<file path="config.mk">
export PLATFORM = sky130hd
export DESIGN_NAME = limn2600_cache_ctrl
export DESIGN_NICKNAME = d
export VERILOG_FILES = /design/src/rtl/limn2600_cache_pkg.sv /design/src/rtl/limn2600_cache_tags.sv /design/src/rtl/limn2600_cache_ctrl.sv
export SDC_FILE = /design/constraint.sdc
export NUM_CORES = 1
export LEC_CHECK = 0
export CORE_ASPECT_RATIO = 1.75
export CORE_MARGIN = 3
export CORE_UTILIZATION = 52
export CTS_BUF_LIST = sky130_fd_sc_hd__clkbuf_8
export CTS_CLUSTER_DIAMETER = 150
export DETAILED_ROUTE_END_ITERATION = 8
export PLACE_DENSITY = 0.78
export SYNTH_ARGS = -nofsm -noshare
export SYNTH_HDL_FRONTEND = slang
export SYNTH_HIERARCHICAL = 1
export SYNTH_SLANG_ARGS = --single-unit
</file>
<file path="constraint.sdc">
create_clock -name clk -period 4.8 [get_ports clk]
set_input_delay 0.72 -clock clk [delete_from_list [all_inputs] [get_ports clk]]
set_output_delay 0.72 -clock clk [all_outputs]
set_load 0.05 [all_outputs]
</file>
<file path="src/rtl/limn2600_cache_pkg.sv">
`default_nettype none
// ============================================================================
// limn2600_cache_pkg : shared types and address-slice constants for the
//                      Limn2600 direct-mapped cache controller.
// Revision: 1.0
// ============================================================================
package limn2600_cache_pkg;

  localparam int C_INDEX_BITS = 4;
  localparam int C_WORD_BITS  = 3;
  localparam int C_TAG_BITS   = 32 - C_INDEX_BITS - C_WORD_BITS - 2;
  localparam int C_WORD_LSB   = 2;
  localparam int C_INDEX_LSB  = C_WORD_LSB + C_WORD_BITS;
  localparam int C_TAG_LSB    = C_INDEX_LSB + C_INDEX_BITS;

  typedef enum logic [1:0] {
    IDLE   = 2'd0,
    LOOKUP = 2'd1,
    FILL   = 2'd2,
    WRITE  = 2'd3
  } state_t;

  typedef struct packed {
    logic [C_TAG_BITS-1:0]   tag;
    logic [C_INDEX_BITS-1:0] index;
    logic [C_WORD_BITS-1:0]  word;
  } addr_split_t;

  function automatic addr_split_t split_addr(input logic [31:0] addr);
    addr_split_t s;
    s.tag   = addr[31:C_TAG_LSB];
    s.index = addr[C_TAG_LSB-1:C_INDEX_LSB];
    s.word  = addr[C_INDEX_LSB-1:C_WORD_LSB];
    return s;
  endfunction

endpackage
`default_nettype wire

</file>
<file path="src/rtl/limn2600_cache_tags.sv">
`default_nettype none
// ============================================================================
// limn2600_cache_tags : tag RAM with per-line valid bits, combinational read,
//                       single write port and one-cycle clear-all.
// Revision: 1.0
// ============================================================================
module limn2600_cache_tags
  import limn2600_cache_pkg::*;
#(
  parameter int INDEX_BITS = C_INDEX_BITS,
  parameter int TAG_BITS   = C_TAG_BITS
) (
  input  logic                  clk,
  input  logic                  rst,
  input  logic                  i_clear,
  input  logic [INDEX_BITS-1:0] i_rd_index,
  output logic                  o_rd_valid,
  output logic [TAG_BITS-1:0]   o_rd_tag,
  input  logic                  i_wr_en,
  input  logic [INDEX_BITS-1:0] i_wr_index,
  input  logic                  i_wr_valid,
  input  logic [TAG_BITS-1:0]   i_wr_tag
);

  localparam int C_LINES = 1 << INDEX_BITS;

  logic [C_LINES-1:0]  r_valid;
  logic [TAG_BITS-1:0] r_tag_ram [C_LINES];

  always_ff @(posedge clk or negedge rst) begin
    if (!rst) begin
      r_valid <= '0;
    end else if (i_clear) begin
      r_valid <= '0;
    end else if (i_wr_en) begin
      r_valid[i_wr_index] <= i_wr_valid;
    end
  end

  // Tags need no reset: a tag is only trusted when its valid bit is set.
  always_ff @(posedge clk) begin
    if (i_wr_en) begin
      r_tag_ram[i_wr_index] <= i_wr_tag;
    end
  end

  assign o_rd_valid = r_valid[i_rd_index];
  assign o_rd_tag   = r_tag_ram[i_rd_index];

endmodule
`default_nettype wire

</file>
<file path="src/rtl/limn2600_cache_ctrl.sv">
`default_nettype none
// ============================================================================
// limn2600_cache_ctrl : direct-mapped, write-through, no-write-allocate cache
//                       controller with line fill from the memory bus.
// Revision: 1.0
// ============================================================================
module limn2600_cache_ctrl
  import limn2600_cache_pkg::*;
#(
  parameter int INDEX_BITS = C_INDEX_BITS,
  parameter int WORD_BITS  = C_WORD_BITS
) (
  input  logic                          clk,
  input  logic                          rst,
  input  logic                          flush,
  input  logic                          cpu_valid,
  output logic                          cpu_ready,
  input  logic [31:0]                   cpu_addr,
  input  logic                          cpu_we,
  input  logic [31:0]                   cpu_wdata,
  output logic                          cpu_done,
  output logic [31:0]                   cpu_rdata,
  output logic [INDEX_BITS+WORD_BITS-1:0] arr_addr,
  output logic                          arr_we,
  output logic [31:0]                   arr_wdata,
  input  logic [31:0]                   arr_rdata,
  output logic                          mem_req,
  output logic                          mem_we,
  output logic [31:0]                   mem_addr,
  output logic [31:0]                   mem_wdata,
  input  logic                          mem_ack,
  input  logic [31:0]                   mem_rdata
);

  localparam int TAG_BITS    = 32 - INDEX_BITS - WORD_BITS - 2;
  localparam int C_INDEX_LSB = 2 + WORD_BITS;
  localparam int C_TAG_LSB   = C_INDEX_LSB + INDEX_BITS;
  localparam logic [WORD_BITS-1:0] C_LAST_WORD = '1;

  state_t                r_state;
  logic [TAG_BITS-1:0]   r_tag;
  logic [INDEX_BITS-1:0] r_index;
  logic [WORD_BITS-1:0]  r_word;
  logic [WORD_BITS-1:0]  r_cnt;
  logic                  r_we;
  logic                  r_hit;
  logic [31:0]           r_wdata;

  logic                  w_ack;
  logic                  w_accept;
  logic                  w_clear;
  logic                  w_hit;
  logic                  w_line_valid;
  logic [TAG_BITS-1:0]   w_line_tag;
  logic                  w_tag_we;
  logic                  w_tag_valid;
  logic [WORD_BITS-1:0]  w_cnt_next;
  logic                  w_unused;

  assign w_ack      = mem_ack && mem_req;
  assign w_clear    = (r_state == IDLE) && flush;
  assign cpu_ready  = (r_state == IDLE) && !flush;
  assign w_accept   = cpu_valid && cpu_ready;
  assign w_hit      = w_line_valid && (w_line_tag == r_tag);
  assign w_cnt_next = r_cnt + 1'b1;
  assign w_unused   = &{1'b0, cpu_addr[1:0]};

  // A miss invalidates the line up front so it is never half-filled and valid.
  assign w_tag_we    = ((r_state == LOOKUP) && !r_we && !w_hit) ||
                       ((r_state == FILL) && w_ack && (r_cnt == C_LAST_WORD));
  assign w_tag_valid = (r_state == FILL);

  limn2600_cache_tags #(
    .INDEX_BITS (INDEX_BITS),
    .TAG_BITS   (TAG_BITS)
  ) u_tags (
    .clk        (clk),
    .rst        (rst),
    .i_clear    (w_clear),
    .i_rd_index (r_index),
    .o_rd_valid (w_line_valid),
    .o_rd_tag   (w_line_tag),
    .i_wr_en    (w_tag_we),
    .i_wr_index (r_index),
    .i_wr_valid (w_tag_valid),
    .i_wr_tag   (r_tag)
  );

  always_comb begin
    arr_addr  = cpu_addr[C_TAG_LSB-1:2];
    arr_we    = 1'b0;
    arr_wdata = r_wdata;
    case (r_state)
      LOOKUP: arr_addr = {r_index, r_word};
      FILL: begin
        arr_addr  = {r_index, r_cnt};
        arr_we    = w_ack;
        arr_wdata = mem_rdata;
      end
      WRITE: begin
        arr_addr = {r_index, r_word};
        arr_we   = w_ack && r_hit;
      end
      default: ;
    endcase
  end

  always_ff @(posedge clk or negedge rst) begin
    if (!rst) begin
      r_state   <= IDLE;
      r_tag     <= '0;
      r_index   <= '0;
      r_word    <= '0;
      r_cnt     <= '0;
      r_we      <= 1'b0;
      r_hit     <= 1'b0;
      r_wdata   <= '0;
      cpu_done  <= 1'b0;
      cpu_rdata <= '0;
      mem_req   <= 1'b0;
      mem_we    <= 1'b0;
      mem_addr  <= '0;
      mem_wdata <= '0;
    end else begin
      cpu_done <= 1'b0;
      case (r_state)
        IDLE: begin
          if (w_accept) begin
            r_tag   <= cpu_addr[31:C_TAG_LSB];
            r_index <= cpu_addr[C_TAG_LSB-1:C_INDEX_LSB];
            r_word  <= cpu_addr[C_INDEX_LSB-1:2];
            r_we    <= cpu_we;
            r_wdata <= cpu_wdata;
            r_state <= LOOKUP;
          end
        end
        LOOKUP: begin
          if (r_we) begin
            r_hit     <= w_hit;
            mem_req   <= 1'b1;
            mem_we    <= 1'b1;
            mem_addr  <= {r_tag, r_index, r_word, 2'b00};
            mem_wdata <= r_wdata;
            r_state   <= WRITE;
          end else if (w_hit) begin
            cpu_rdata <= arr_rdata;
            cpu_done  <= 1'b1;
            r_state   <= IDLE;
          end else begin
            r_cnt    <= '0;
            mem_req  <= 1'b1;
            mem_we   <= 1'b0;
            mem_addr <= {r_tag, r_index, {WORD_BITS{1'b0}}, 2'b00};
            r_state  <= FILL;
          end
        end
        FILL: begin
          if (w_ack) begin
            if (r_cnt == r_word) begin
              cpu_rdata <= mem_rdata;
            end
            if (r_cnt == C_LAST_WORD) begin
              mem_req  <= 1'b0;
              cpu_done <= 1'b1;
              r_state  <= IDLE;
            end else begin
              r_cnt    <= w_cnt_next;
              mem_addr <= {r_tag, r_index, w_cnt_next, 2'b00};
            end
          end
        end
        WRITE: begin
          if (w_ack) begin
            mem_req  <= 1'b0;
            mem_we   <= 1'b0;
            cpu_done <= 1'b1;
            r_state  <= IDLE;
          end
        end
        default: r_state <= IDLE;
      endcase
    end
  end

endmodule
`default_nettype wire

</file>
==> results of run 1 <==
[worst paths after layout]
check	startpoint	endpoint	slack, ns	cells after the start
max in group asynchronous	rst	r_tag[14]	3.61	2
worst min register to register	cpu_rdata[28]	cpu_rdata[28]	0.49	1
min in group clk	cpu_rdata[28]	cpu_rdata[28]	0.49	1
worst max-delay path	r_index[0]	u_tags/r_tag_ram[2][18]	0.44	13
worst max register to register	r_index[0]	u_tags/r_tag_ram[2][18]	0.44	13
worst min-delay path	rst	cpu_rdata[29]	0.18	1
[per-stage QoR]
step | hold WS [ns] | util [%]
2_1_floorplan | 0.424 | -
3_3_place_gp | 0.466 | 62.0
3_5_place_dp | 0.478 | 62.0
4_1_cts | 0.213 | 65.5
5_1_grt | 0.243 | 65.5
6_report | 0.182 | 65.5
[cell usage after synthesis, types with 5 or more instances]
cell      number  area [µm²]
inv_1          5        18.8
clkbuf_1      38         143
o21ai_0       25         125
mux4_2        96        2160
nand4_1        9        56.3
buf_6          9         101
nand2_1      200         751
buf_2         16        80.1
a22oi_1       48         360
edfxtp_1     368       11100
mux2_1        20         225
buf_1          6        22.5
mux2_2       111        1250
dfrtp_1      182        4550
nand3_1       18        90.1
xnor2_1       26         228
mux2_4        30         450
a21oi_1       19        95.1
nor2_1        22        82.6
[worst register-to-register path: cells and delay by family, from the launching register on]
family / cells / cell delay, ns
simple gates: 6 / 1.62
buf+inv: 3 / 0.71
flops: 1 / 0.58
mux: 1 / 0.51
compound gates: 2 / 0.46
xor+xnor: 1 / 0.21
[flip-flops by register name, indices dropped and copies added, names as in the netlist]
signal and count:
cpu_done 1, r_hit 1, mem_wdata 32, r_index 4, mem_we 1, r_state 2
r_cnt 3, mem_addr 30, r_we 1, r_word 3, cpu_rdata 32, r_wdata 32
u_tags/r_valid 16, mem_req 1, r_tag 23, u_tags/r_tag_ram 368
[power breakdown]
group	internal [mW]	switching, mW	total [mW]
Combinational	3.43	5.09	8.52
Sequential	6.30	0.834	7.13
Clock	1.69	1.75	3.44
[layout make-up]
type | count | area share, %
Sequential cell | 550 | 56.8
Antenna cell | 2 | 0.0182
Tap cell | 555 | 2.52
Multi-Input combinational cell | 672 | 22.9
Clock buffer | 84 | 4.20
Inverter | 6 | 0.0819
Clock inverter | 58 | 1.11
Timing Repair Buffer | 324 | 12.4
[layer usage]
metal / global-route usage [%] / vias up / share of wire [%]
met5: 0 / - / 0
met4: 9.39 / 0 / 3.4
met3: 5.99 / 110 / 7.5
met2: 42.5 / 596 / 55
met1: 26.7 / 6566 / 34
li1: - / 5631 / -
[what timing repair did]
action,4_1_cts,5_1_grt
buffers inserted,0,0
endpoints found under the setup margin,0,368
gates resized for setup,0,1
hold endpoints to repair,0,0
hold buffers,0,0
[cell families after synthesis]
kind of cell             count (synthesis)  share of synthesized area [%]
other                                    1                         0.0168
AND/OR/NAND/NOR                        277                           5.25
multiplexers                           261                           18.5
flip-flops                             550                           70.0
XOR/XNOR                                26                           1.02
AO/OA/AOI/OAI                          104                           3.09
adder cells (fa/ha/maj)                  2                          0.112
buffers and inverters                   80                           1.99
==> flow_summary.toml, run 1 <==
[critical_path]
crit_path_max_incr_delay_ns = 0.63
cp_num_buf_inv = 3
cp_common_cell = "buf_12"
crit_type = "reg2reg"
cp.arrival_ns = 4.72
cp-end-kind = "register"
required_ns = 5.17
critPathSlowestCell = "or4_4"
critPathTopFamily = "simple AND/OR/NAND/NOR gates"
crit_path_max_fanout = 27
crit_chain = "buf_12 > buf_4 > mux4_2 > a22oi_1 > nand2_1 > xnor2_1 > nand3_1 > or4_4 > nor2_1 > o21ai_1 > nand3b_1 > nor2_2 > buf_12"
worstSetupStartpointType = "register"

[placement]
hpwl_um = 33600
gp_congestion = 0.833
dp.cells = 2107
placed_area_um2 = 26000
numPortBuffers = 269
pre_cts_slack_ns = 0.213

[route]
routedWlPerCell_um = 23.4
via_per_inst = 5.73
dr.pass1.iters = 5
dr.first_iter.drc_count = 864
drc = 0
wl_um = 52600
routed-via-count = 12903
ant_nets = 0

[synthesis]
synth_flop_cell = "edfxtp_1"
ys_seq_area_share_pct = 70.0
syn-cell-area_um2 = 22300
syn_inst = 1301
synth-edff-count = 368
synth_warnings = 6
syn_avg_cell_area_um2 = 17.1
synthArstFlopShare_pct = 33.1
yosysUniqueCellTypes = 50
ys_seq_elements = 550

[layout]
multi_input_area_um2 = 6300
final_common_cell = "edfxtp_1"
instances_no_fill = 2251
syn_to_final_growth_pct = 23.4
filler_cell_count = 2847
drive_above_1_share_pct = 25.2
fin_area_um2 = 27500
final_cell_mix = "edfxtp_1, clkdlybuf4s50_1, nand2_1"
layout.nets = 1768
ff_latch_area_um2 = 15600

[global_routing]
grtUsageTotal_pct = 23.6
grt_max_degree = 107
antenna_found_initial = 2
grt_overflow = 0
grt_first_pass_wirelength_um = 81000
first_global_vias = 14164

[sta]
tns_ns = 0
fin_ws_ns = 0.441
finalCritPeriodShare_pct = 90.8
slew_violations = 0
worst-slew-pin-transition_ns = 1.01
relSlewSlack_pct = 32.4
grt_setup_unrepaired = "no"
fin_skew_ns = 0.0248
fmax_mhz = 229
finalHoldViolCount = 0
setup_violations = 0
min_period_ns = 4.36

[job]
cap_violations = 0

[clock_network]
htreeDepth = 3
clock-root-buffer = "clkbuf_8"
cts_tree = "built"
clk-insertion-delay-late_ns = 0.63
cts_max_path_buffers = 3
cts_sinks = 550
clk_pin_slew_worst_paths_ns = 0.07
cts_buffers = 78

[floorplanning]
placementRows = 99
start_util_pct = 53.1
core-area_um2 = 42000
die_w_um = 163
die-area_um2 = 45500
die_y_um = 280
io-pin-count = 274

[power_and_ir_drop]
vdd_drop_max_mv = 0.584
finalPower_mw = 19.1
leakage_nw = 10.2
power_density_nw_per_um2 = 694

[worst_hold_path]
hold_path_class = "in2async"

[run_status]
status = "completed"
(Power assumes the default switching activity.)
==> run 2: changes to the inputs <==
Settings changed: CELL_PAD_IN_SITES_DETAIL_PLACEMENT from default to 0, CELL_PAD_IN_SITES_GLOBAL_PLACEMENT from default to 1, CORE_UTILIZATION 52 to 44, PLACE_DENSITY 0.78 to 0.79.
==> run 2 against run 1 <==
  * Critical path depth grew 1
  * Routed wire length grew 2.9%
  * Combinational power shrank 0.9%
  * Sequential share of layout area shrank 0.66 points
  * First-iteration DRC count shrank 3.1%
  * Final area grew 1.2%
  * Die area grew 18%
  * Total power grew 1.5%
  * Clock skew shrank 0.0096 ns
  * Sequential cell count is the same
  * Largest cell class unchanged
  * Highest routed layer unchanged
==> flow_summary.toml, run 2 (synthesized netlist as in run 1, its figures left out) <==
[layout]
final_cell_mix = "edfxtp_1, clkdlybuf4s50_1, nand2_1"
syn_to_final_growth_pct = 24.8
largest_register = "u_tags/r_tag_ram"
multi_input_area_um2 = 6310
filler_cell_count = 3924
utilization_pct = 55.8
drive_above_1_share_pct = 26.5
layout.nets = 1778
instances_no_fill = 2366
largest_reg_flops = 368
ff_latch_area_um2 = 15600
final_common_cell = "edfxtp_1"

[clock_network]
cts_sinks = 550
postCtsHoldBufs = 0
cts_max_path_buffers = 3
cts_tree = "built"
htreeDepth = 3
cts_buffers = 79
clk-insertion-delay-late_ns = 0.63
clock-root-buffer = "clkbuf_8"
clk_pin_slew_worst_paths_ns = 0.07

[critical_path]
r2r_slack_ns = 0.39
r2r_cells = 14
cp.arrival_ns = 4.79
timing.rr.start = "r_index[0]"
reg2reg_to = "u_tags/r_tag_ram[3][5]"
critPathSlowestCell = "or4_4"
crit_type = "reg2reg"
crit_chain = "buf_4 > buf_4 > mux4_2 > a22oi_1 > nand2_1 > xnor2_1 > nand4_1 > or4_4 > nor2_1 > o21ai_0 > buf_4 > nand3_1 > nor2_2 > buf_12"
worstSetupStartpointType = "register"
cp-end-kind = "register"
required_ns = 5.18
crit_path_max_incr_delay_ns = 0.62
cp_common_cell = "buf_4"
crit_path_max_fanout = 11

[route]
dr.first_iter.drc_count = 837
wl_um = 54100
ant_nets = 0
via_per_inst = 5.39
routed-via-count = 12745
drc = 0
dr.pass1.iters = 7
routedWlPerCell_um = 22.9

[global_routing]
antenna_found_initial = 1
first_global_vias = 13957
grt_max_degree = 97
grt_first_pass_wirelength_um = 82700
grt_overflow = 0
grtUsageTotal_pct = 20.3

[worst_hold_path]
hold_path_class = "in2async"

[floorplanning]
die_y_um = 304
placementRows = 108
io-pin-count = 274
core-area_um2 = 49900
die_w_um = 176
die-area_um2 = 53500
start_util_pct = 44.7

[sta]
finalHoldViolCount = 0
fin_skew_ns = 0.0151
worst-slew-pin-transition_ns = 1.06
tns_ns = 0
fmax_mhz = 227
slew_violations = 0
grt_setup_unrepaired = "no"
finalCritPeriodShare_pct = 91.9
setup_violations = 0
min_period_ns = 4.41
relSlewSlack_pct = 29.2

[placement]
gp_congestion = 0.781
numPortBuffers = 269
hpwl_um = 34000
dp.cells = 2216

[power_and_ir_drop]
vdd_drop_max_mv = 0.539
power_density_nw_per_um2 = 697
leakage_nw = 10.3

[run_status]
status = "completed"

[job]
cap_violations = 0
-- run 2: worst max path at each step --
stage / start / slack (ns) / to
after CTS: r_index[0] / 0.25 / u_tags/r_tag_ram[3][7]
after global placement: r_index[0] / 0.28 / u_tags/r_tag_ram[3][2]
final: r_index[0] / 0.39 / u_tags/r_tag_ram[3][5]
after global routing: r_index[1] / 0.18 / u_tags/r_tag_ram[3][5]
after floorplan: r_index[1] / 0.11 / u_tags/r_tag_ram[12][0]
after detailed placement: r_index[0] / 0.28 / u_tags/r_tag_ram[3][2]
-- run 2: layout make-up --
type                            instances  area share (%)
Inverter                                6          0.0809
Clock buffer                           90            4.45
Antenna cell                            1         0.00899
Sequential cell                       550            56.1
Tap cell                              660            2.97
Multi-Input combinational cell        672            22.7
Timing Repair Buffer                  333            12.4
Clock inverter                         54            1.27
-- run 2: repair_timing --
item,in CTS,in global routing
endpoints found under the setup margin,0,14
setup buffers,0,5
gates resized for setup,0,0
-- run 2: stage by stage --
stage | total power [mW] | hold WS [ns] | setup WS (ns) | area [µm²]
2_1_floorplan | 12.8 | 0.424 | 0.106 | 22300
3_3_place_gp | 15.7 | 0.466 | 0.276 | 26200
3_5_place_dp | 15.8 | 0.474 | 0.283 | 26200
4_1_cts | 19.6 | 0.142 | 0.245 | 27800
5_1_grt | 20.4 | 0.184 | 0.180 | 27800
6_report | 19.4 | 0.141 | 0.389 | 27800
-- run 2: metal layers --
| layer | part of all wire [%] | wire [µm] | global-route usage, % |
|---|---|---|---|
| met4 | 2.8 | 1490 | 7.04 |
| met5 | 0 | 0 | 0 |
| met3 | 6.6 | 3570 | 5.15 |
| met1 | 36 | 19400 | 22.6 |
| met2 | 55 | 29600 | 37.3 |
-- run 2: power breakdown --
part | switching (mW) | leakage (nW) | total [mW] | internal (mW)
clock | 1.77 | 0.891 | 3.72 | 1.95
sequential | 0.933 | 5.57 | 7.23 | 6.30
combinational | 4.99 | 3.84 | 8.44 | 3.45
-- run 2: critical path: cells and delay by family (launching register included) --
family	cells	cell delay, ns
simple gates	6	1.70
xor+xnor	1	0.30
mux	1	0.51
flops	1	0.52
buf+inv	4	0.78
compound gates	2	0.35
